$ cat config.mk
export PLATFORM = sky130hd
export DESIGN_NAME = pipe_ctrl_v2
export DESIGN_NICKNAME = d
export VERILOG_FILES = /design/src/rtl/pipe_ctrl_pkg.sv /design/src/rtl/sat_counter32.sv /design/src/rtl/pipe_ctrl_v2.sv
export SDC_FILE = /design/constraint.sdc
export NUM_CORES = 1
export LEC_CHECK = 0
export ABC_AREA = 1
export BUFFER_PORTS_ARGS = -buffer_cell sky130_fd_sc_hd__buf_2
export CORE_UTILIZATION = 55
export CTS_CLUSTER_SIZE = 28
export DETAILED_ROUTE_END_ITERATION = 10
export PLACE_DENSITY = 0.85
export SLEW_MARGIN = 20
export SYNTH_ARGS = -nofsm -noshare
export SYNTH_HDL_FRONTEND = slang
export SYNTH_SLANG_ARGS = --single-unit
export TNS_END_PERCENT = 30
$ cat constraint.sdc
create_clock -name clk -period 5.84 [get_ports clk]
set_input_delay 0.584 -clock clk [delete_from_list [all_inputs] [get_ports clk]]
set_output_delay 0.584 -clock clk [all_outputs]
set_load 0.02 [all_outputs]
$ cat src/rtl/pipe_ctrl_pkg.sv
// Shared definitions for the pipeline hazard/redirect controller:
// exception codes, redirect vectors, FSM states and the vector map.
package pipe_ctrl_pkg;

  localparam logic [31:0] EXC_INT     = 32'h0000_0001;
  localparam logic [31:0] EXC_ADEL    = 32'h0000_0004;
  localparam logic [31:0] EXC_ADES    = 32'h0000_0005;
  localparam logic [31:0] EXC_SYS     = 32'h0000_0008;
  localparam logic [31:0] EXC_BP      = 32'h0000_0009;
  localparam logic [31:0] EXC_RI      = 32'h0000_000a;
  localparam logic [31:0] EXC_OV      = 32'h0000_000c;
  localparam logic [31:0] EXC_TRAP    = 32'h0000_000d;
  localparam logic [31:0] EXC_ERET    = 32'h0000_000e;
  localparam logic [31:0] EXC_BOOT_11 = 32'h0000_0011;
  localparam logic [31:0] EXC_GEN_12  = 32'h0000_0012;
  localparam logic [31:0] EXC_BOOT_13 = 32'h0000_0013;
  localparam logic [31:0] EXC_GEN_14  = 32'h0000_0014;
  localparam logic [31:0] EXC_GEN_15  = 32'h0000_0015;
  localparam logic [31:0] EXC_REFETCH = 32'hffff_ffff;

  localparam logic [31:0] VEC_GENERAL = 32'hbfc0_0380;
  localparam logic [31:0] VEC_BOOT    = 32'hbfc0_0200;

  typedef enum logic [1:0] {
    IDLE,
    DRAIN,
    REDIRECT
  } ctrl_state_e;

  function automatic logic [31:0] exc_vector(input logic [31:0] code,
                                             input logic [31:0] epc,
                                             input logic [31:0] pc);
    logic [31:0] vec;
    case (code)
      EXC_INT, EXC_ADEL, EXC_ADES, EXC_SYS, EXC_BP, EXC_RI, EXC_OV,
      EXC_TRAP, EXC_GEN_12, EXC_GEN_14, EXC_GEN_15: vec = VEC_GENERAL;
      EXC_BOOT_11, EXC_BOOT_13:                     vec = VEC_BOOT;
      EXC_ERET:                                     vec = epc;
      EXC_REFETCH:                                  vec = pc + 32'd4;
      default:                                      vec = 32'h0;
    endcase
    return vec;
  endfunction

endpackage

$ cat src/rtl/sat_counter32.sv
// 32-bit event counter that sticks at all-ones instead of wrapping.
module sat_counter32 (
  input  logic        clk,
  input  logic        rst_n,
  input  logic        en_i,
  output logic [31:0] count_o
);

  logic [31:0] count_q, count_d;

  function automatic logic [31:0] sat_inc(input logic [31:0] v);
    return (v == 32'hffff_ffff) ? v : v + 32'd1;
  endfunction

  always_comb begin
    count_d = count_q;
    if (en_i) count_d = sat_inc(count_q);
  end

  always_ff @(posedge clk or negedge rst_n) begin
    if (!rst_n) count_q <= 32'h0;
    else        count_q <= count_d;
  end

  assign count_o = count_q;

endmodule

$ cat src/rtl/pipe_ctrl_v2.sv
// Pipeline stall/flush controller: per-source freeze masks, a drain-aware
// exception redirect FSM, stall/flush performance counters and a stall watchdog.
module pipe_ctrl_v2
  import pipe_ctrl_pkg::*;
#(
  parameter int                   NUM_STAGES   = 9,
  parameter int                   NUM_SRC      = 5,
  parameter logic [8*NUM_SRC-1:0] STALL_DEPTHS = {8'd4, 8'd5, 8'd8, 8'd8, 8'd8},
  parameter int                   TIMEOUT      = 1024
) (
  input  logic                  clk,
  input  logic                  resetn,
  input  logic [NUM_SRC-1:0]    stall_req,
  input  logic                  mem_busy,
  input  logic [31:0]           excepttype_i,
  input  logic [31:0]           cp0_epc_i,
  input  logic [31:0]           current_pc,
  output logic [NUM_STAGES-1:0] stall,
  output logic                  flush,
  output logic [31:0]           new_pc,
  output logic                  ctrl_busy,
  output logic                  stall_timeout,
  output logic [31:0]           stall_cycles,
  output logic [31:0]           flush_count
);

  localparam logic [NUM_STAGES-1:0] ALL_STAGES = '1;
  localparam logic [31:0]           TIMEOUT_W  = 32'(TIMEOUT);

  ctrl_state_e           state_q, state_d;
  logic [31:0]           pc_q, pc_d;
  logic                  flush_q, flush_d;
  logic [31:0]           new_pc_q, new_pc_d;
  logic [31:0]           run_q, run_d;
  logic                  timeout_q, timeout_d;
  logic [NUM_STAGES-1:0] req_mask;
  logic [NUM_STAGES-1:0] stall_c;

  // Stages beyond NUM_STAGES simply do not exist, which clamps the depth.
  function automatic logic [NUM_STAGES-1:0] depth_mask(input logic [7:0] depth);
    logic [NUM_STAGES-1:0] m;
    for (int k = 0; k < NUM_STAGES; k++) m[k] = (k < int'(depth));
    return m;
  endfunction

  always_comb begin
    req_mask = '0;
    for (int i = 0; i < NUM_SRC; i++) begin
      if (stall_req[i]) req_mask = req_mask | depth_mask(STALL_DEPTHS[8*i +: 8]);
    end
  end

  always_comb begin
    state_d = state_q;
    pc_d    = pc_q;
    stall_c = '0;
    case (state_q)
      IDLE: begin
        if (excepttype_i != 32'h0) begin
          pc_d    = exc_vector(excepttype_i, cp0_epc_i, current_pc);
          stall_c = ALL_STAGES;
          state_d = mem_busy ? DRAIN : REDIRECT;
        end else begin
          stall_c = req_mask;
        end
      end
      DRAIN: begin
        stall_c = ALL_STAGES;
        if (!mem_busy) state_d = REDIRECT;
      end
      REDIRECT: state_d = IDLE;
      default:  state_d = IDLE;
    endcase
    // flush/new_pc are registered so they line up with the REDIRECT state.
    flush_d  = (state_d == REDIRECT);
    new_pc_d = flush_d ? pc_d : 32'h0;
  end

  always_comb begin
    run_d = 32'h0;
    if (stall != '0) run_d = (run_q >= TIMEOUT_W) ? run_q : run_q + 32'd1;
    timeout_d = timeout_q | (run_d >= TIMEOUT_W);
  end

  always_ff @(posedge clk or negedge resetn) begin
    if (!resetn) begin
      state_q   <= IDLE;
      pc_q      <= 32'h0;
      flush_q   <= 1'b0;
      new_pc_q  <= 32'h0;
      run_q     <= 32'h0;
      timeout_q <= 1'b0;
    end else begin
      state_q   <= state_d;
      pc_q      <= pc_d;
      flush_q   <= flush_d;
      new_pc_q  <= new_pc_d;
      run_q     <= run_d;
      timeout_q <= timeout_d;
    end
  end

  // Mask is forced quiet while reset is held so downstream stages see no freeze.
  assign stall         = resetn ? stall_c : '0;
  assign flush         = flush_q;
  assign new_pc        = new_pc_q;
  assign ctrl_busy     = (state_q != IDLE);
  assign stall_timeout = timeout_q;

  sat_counter32 u_stall_cnt (
    .clk     (clk),
    .rst_n   (resetn),
    .en_i    (stall != '0),
    .count_o (stall_cycles)
  );

  sat_counter32 u_flush_cnt (
    .clk     (clk),
    .rst_n   (resetn),
    .en_i    (flush_q),
    .count_o (flush_count)
  );

endmodule

==> results.sh <==
export IMPL_power_frac_comb_pct=13.2
export IMPL_crit_type="reg2reg"
export IMPL_ant_nets=0
export IMPL_vias_per_cell=5.34
export IMPL_rsz0062_at_grt="no"
export IMPL_drt_initial_drc_count=661
export IMPL_synth_cells=1153
export IMPL_numClockSinks=164
export IMPL_root_buffer="clkbuf_16"
export IMPL_seqCellArea_um2=4100
export IMPL_p_sw_share_pct=27.4
export IMPL_drive_above_1_share_pct=21.7
export IMPL_cp_end_kind="flop"
export IMPL_grt_util_all_layers_pct=29.0
export IMPL_rows=46
export IMPL_synth_enable_flop_cells=0
export IMPL_setup_viol=0
export IMPL_switching_power_uw=758
export IMPL_crit_family="simple AND/OR/NAND/NOR gates"
export IMPL_grt_first_pass_wirelength_um=37900
export IMPL_pre_cts_slack_ns=2.68
export IMPL_nets=1466
export IMPL_grt_max_degree=94
export IMPL_die_x_um=130
export IMPL_cts_setup_buffers=0
export IMPL_async_flop_share_pct=100
export IMPL_crit_slowest_cell="a31oi_4"
export IMPL_fin_crit_ns=2.90
export IMPL_post_route_period_util_pct=49.7
export IMPL_status="finished, final reports clean"
export IMPL_critPathMostFrequentCell="inv_1"
export IMPL_drv_cap=0
export IMPL_cts_hold_buffers_added=0
export IMPL_syn_area_per_cell_um2=7.77
export IMPL_ctsResizeCount=0
export IMPL_crit_path_max_fanout=19
export IMPL_p_clk_share_pct=42.0
export IMPL_pin_count=212
export IMPL_final_max_slew_viol_count=0
export IMPL_clockBufferDepth=2
export IMPL_crit_path_cell_trace="nor2_2, inv_1, nor2_1, inv_1, a31oi_4, nand2_1, a21oi_1"
export IMPL_p_int_uw=2000
export IMPL_antenna_found_initial=1
export IMPL_gr_total_overflow=0
export IMPL_setup_tns_final_ns=0
export IMPL_drt_pass1_iterations=5
export IMPL_fin_skew_ns=0.0115
export IMPL_syn_area_um2=8960
export IMPL_syn_to_final_growth_pct=20.0
export IMPL_dp_hpwl_um=17600
export IMPL_syn_num_nets=1262
export IMPL_numCtsBuffers=17
export IMPL_io_buffers=211
export IMPL_via_count=8485
export IMPL_fmax_mhz=345
export IMPL_cp_required_ns=6.18
export IMPL_remaining_drc_errors=0
export IMPL_cts_max_level=4
export IMPL_dieArea_um2=16800
export IMPL_pwr_share_seq_pct=44.9
export IMPL_final_cell_mix="351 x nand2_1, 210 x buf_2, 164 x dfrtp_1, 130 x nor2_1, 103 x inv_1"
export IMPL_path_clk_slew_ns=0.06
export IMPL_grt_pass1_vias=8205
export IMPL_multi_input_area_um2=4250
export IMPL_initial_utilization_pct=56.4
export IMPL_n_fill_cell=1317
export IMPL_yosysSeqAreaShare_pct=45.8
export IMPL_final_common_cell="nand2_1"
export IMPL_synth_top_flop_cell="dfrtp_1"
export IMPL_die_y_um=130
export IMPL_cts_tree="yes"
export IMPL_holdCritPathClass="in2async"
export IMPL_core_area_um2=15900
export IMPL_power_density_nw_per_um2=257
export IMPL_gp_congestion=0.977
export IMPL_cpPeakStageDelay_ns=0.76
export IMPL_start_kind="flop"
export IMPL_worst_slew_pin_slew_ns=0.904
export IMPL_cp_arrival_ns=3.25
export IMPL_leakage_uw=0.00566
export IMPL_yosysWarnings=0
export IMPL_clk_latency_ns=0.43
export IMPL_timing_slew_headroom_pct=39.7
export IMPL_ys_ff_latch=164
export IMPL_drt_total_wl_um=23500
export IMPL_hold_viol=0
export IMPL_critPathBufInv=2
export IMPL_synth_cell_types=44
export IMPL_post_drt_wl_per_cell_um=14.8
export IMPL_vdd_ir_drop_max_mv=0.213
export IMPL_setup_ws_ns=2.94
-- sequential cells by signal, indices dropped and copies added (netlist names) --
register	count
new_pc	32
u_flush_cnt.count_o	32
u_stall_cnt.count_o	32
run_q	32
state_q	2
stall_timeout	1
pc_q	32
flush	1
-- kinds of logic after synthesis --
kind of cell               after synthesis  synth area share (%)
adders and majority gates                5                 0.699
xor gates and xnor gates                63                  6.16
AOI/OAI and AO/OA                       74                  5.27
DFF                                    164                  45.8
and+or+nand+nor                        706                  35.3
buffers and inverters                  141                  6.75
-- through the flow --
step | instances | hold WS (ns) | power [uW] | utilization [%] | cell area, um^2
2_1_floorplan | 1153 | 0.288 | 1470 | - | 8960
3_3_place_gp | 1554 | 0.457 | 1610 | 63.8 | 10100
3_5_place_dp | 1554 | 0.472 | 1620 | 63.8 | 10100
4_1_cts | 1586 | 0.264 | 2770 | 67.6 | 10700
5_1_grt | 1587 | 0.293 | 2870 | 67.6 | 10700
6_report | 1588 | 0.228 | 2760 | 67.7 | 10700
-- path summary, 6_finish.rpt --
path / start / end / slack (ns) / depth (start not counted)
worst min-delay path: resetn / run_q[29] / 0.23 / 1
worst max register to register: state_q[1] / new_pc[31] / 2.94 / 7
max in group asynchronous: resetn / new_pc[7] / 4.18 / 2
worst min register to register: pc_q[29] / pc_q[29] / 0.49 / 2
worst max-delay path: state_q[1] / new_pc[31] / 2.94 / 7
min in group clk: mem_busy / flush / 0.36 / 2
-- power groups by stage --
stage / Combinational, uW / Clock (uW) / Sequential (uW)
5_1_grt: 404 / 1220 / 1250
3_5_place_dp: 363 / 0 / 1260
2_1_floorplan: 159 / 0 / 1310
4_1_cts: 365 / 1170 / 1240
6_report: 364 / 1160 / 1240
3_3_place_gp: 355 / 0 / 1260
-- metal layers --
layer / track usage [%] / routed length (um) / share of wire [%]
met5: 0 / 0 / 0
met1: 35.6 / 9770 / 41
met2: 49.7 / 11600 / 49
met3: 6.40 / 1510 / 6.4
met4: 11.4 / 709 / 3.0
-- cell type report --
type                    count  share of cell area (%)
flip-flops and latches    164                    38.2
clock buffers              22                    4.32
inverters                 112                    3.94
multi-input cells         848                    39.5
repair buffers            214                    10.1
diodes                      2                  0.0466
clock inverters            10                    1.37
well taps                 216                    2.51
-- synth_stat cells, types with 2 or more instances --
cell | n | share of area (%)
or2_2 | 6 | 0.42
nor2_1 | 130 | 5.4
buf_2 | 15 | 0.84
nor4_1 | 8 | 0.56
dfrtp_1 | 164 | 46
o21ai_0 | 14 | 0.78
nand2_4 | 10 | 1.3
xor2_1 | 44 | 4.3
nand3_2 | 2 | 0.22
nor3_2 | 3 | 0.34
nor4_2 | 2 | 0.28
a21oi_1 | 28 | 1.6
ha_1 | 5 | 0.70
o211ai_1 | 5 | 0.42
nand3_1 | 82 | 4.6
nor2_2 | 5 | 0.35
clkbuf_1 | 4 | 0.17
inv_2 | 7 | 0.29
inv_1 | 103 | 4.3
a21o_1 | 3 | 0.25
nand4_1 | 36 | 2.5
o21ai_1 | 5 | 0.28
nand3b_1 | 4 | 0.34
xnor2_1 | 19 | 1.9
nand2_2 | 4 | 0.28
nor3_1 | 54 | 3.0
o41ai_1 | 4 | 0.39
nor3b_1 | 5 | 0.42
buf_4 | 8 | 0.67
nand2_1 | 351 | 15
a21oi_2 | 10 | 0.98
-- worst register-to-register path, delay by kind of cell, from the launching register on --
family,cells,cell delay [ns]
simple gates,3,1.02
compound gates,2,0.95
buf+inv,2,0.46
flops,1,0.41
(Power assumes the default switching activity.)
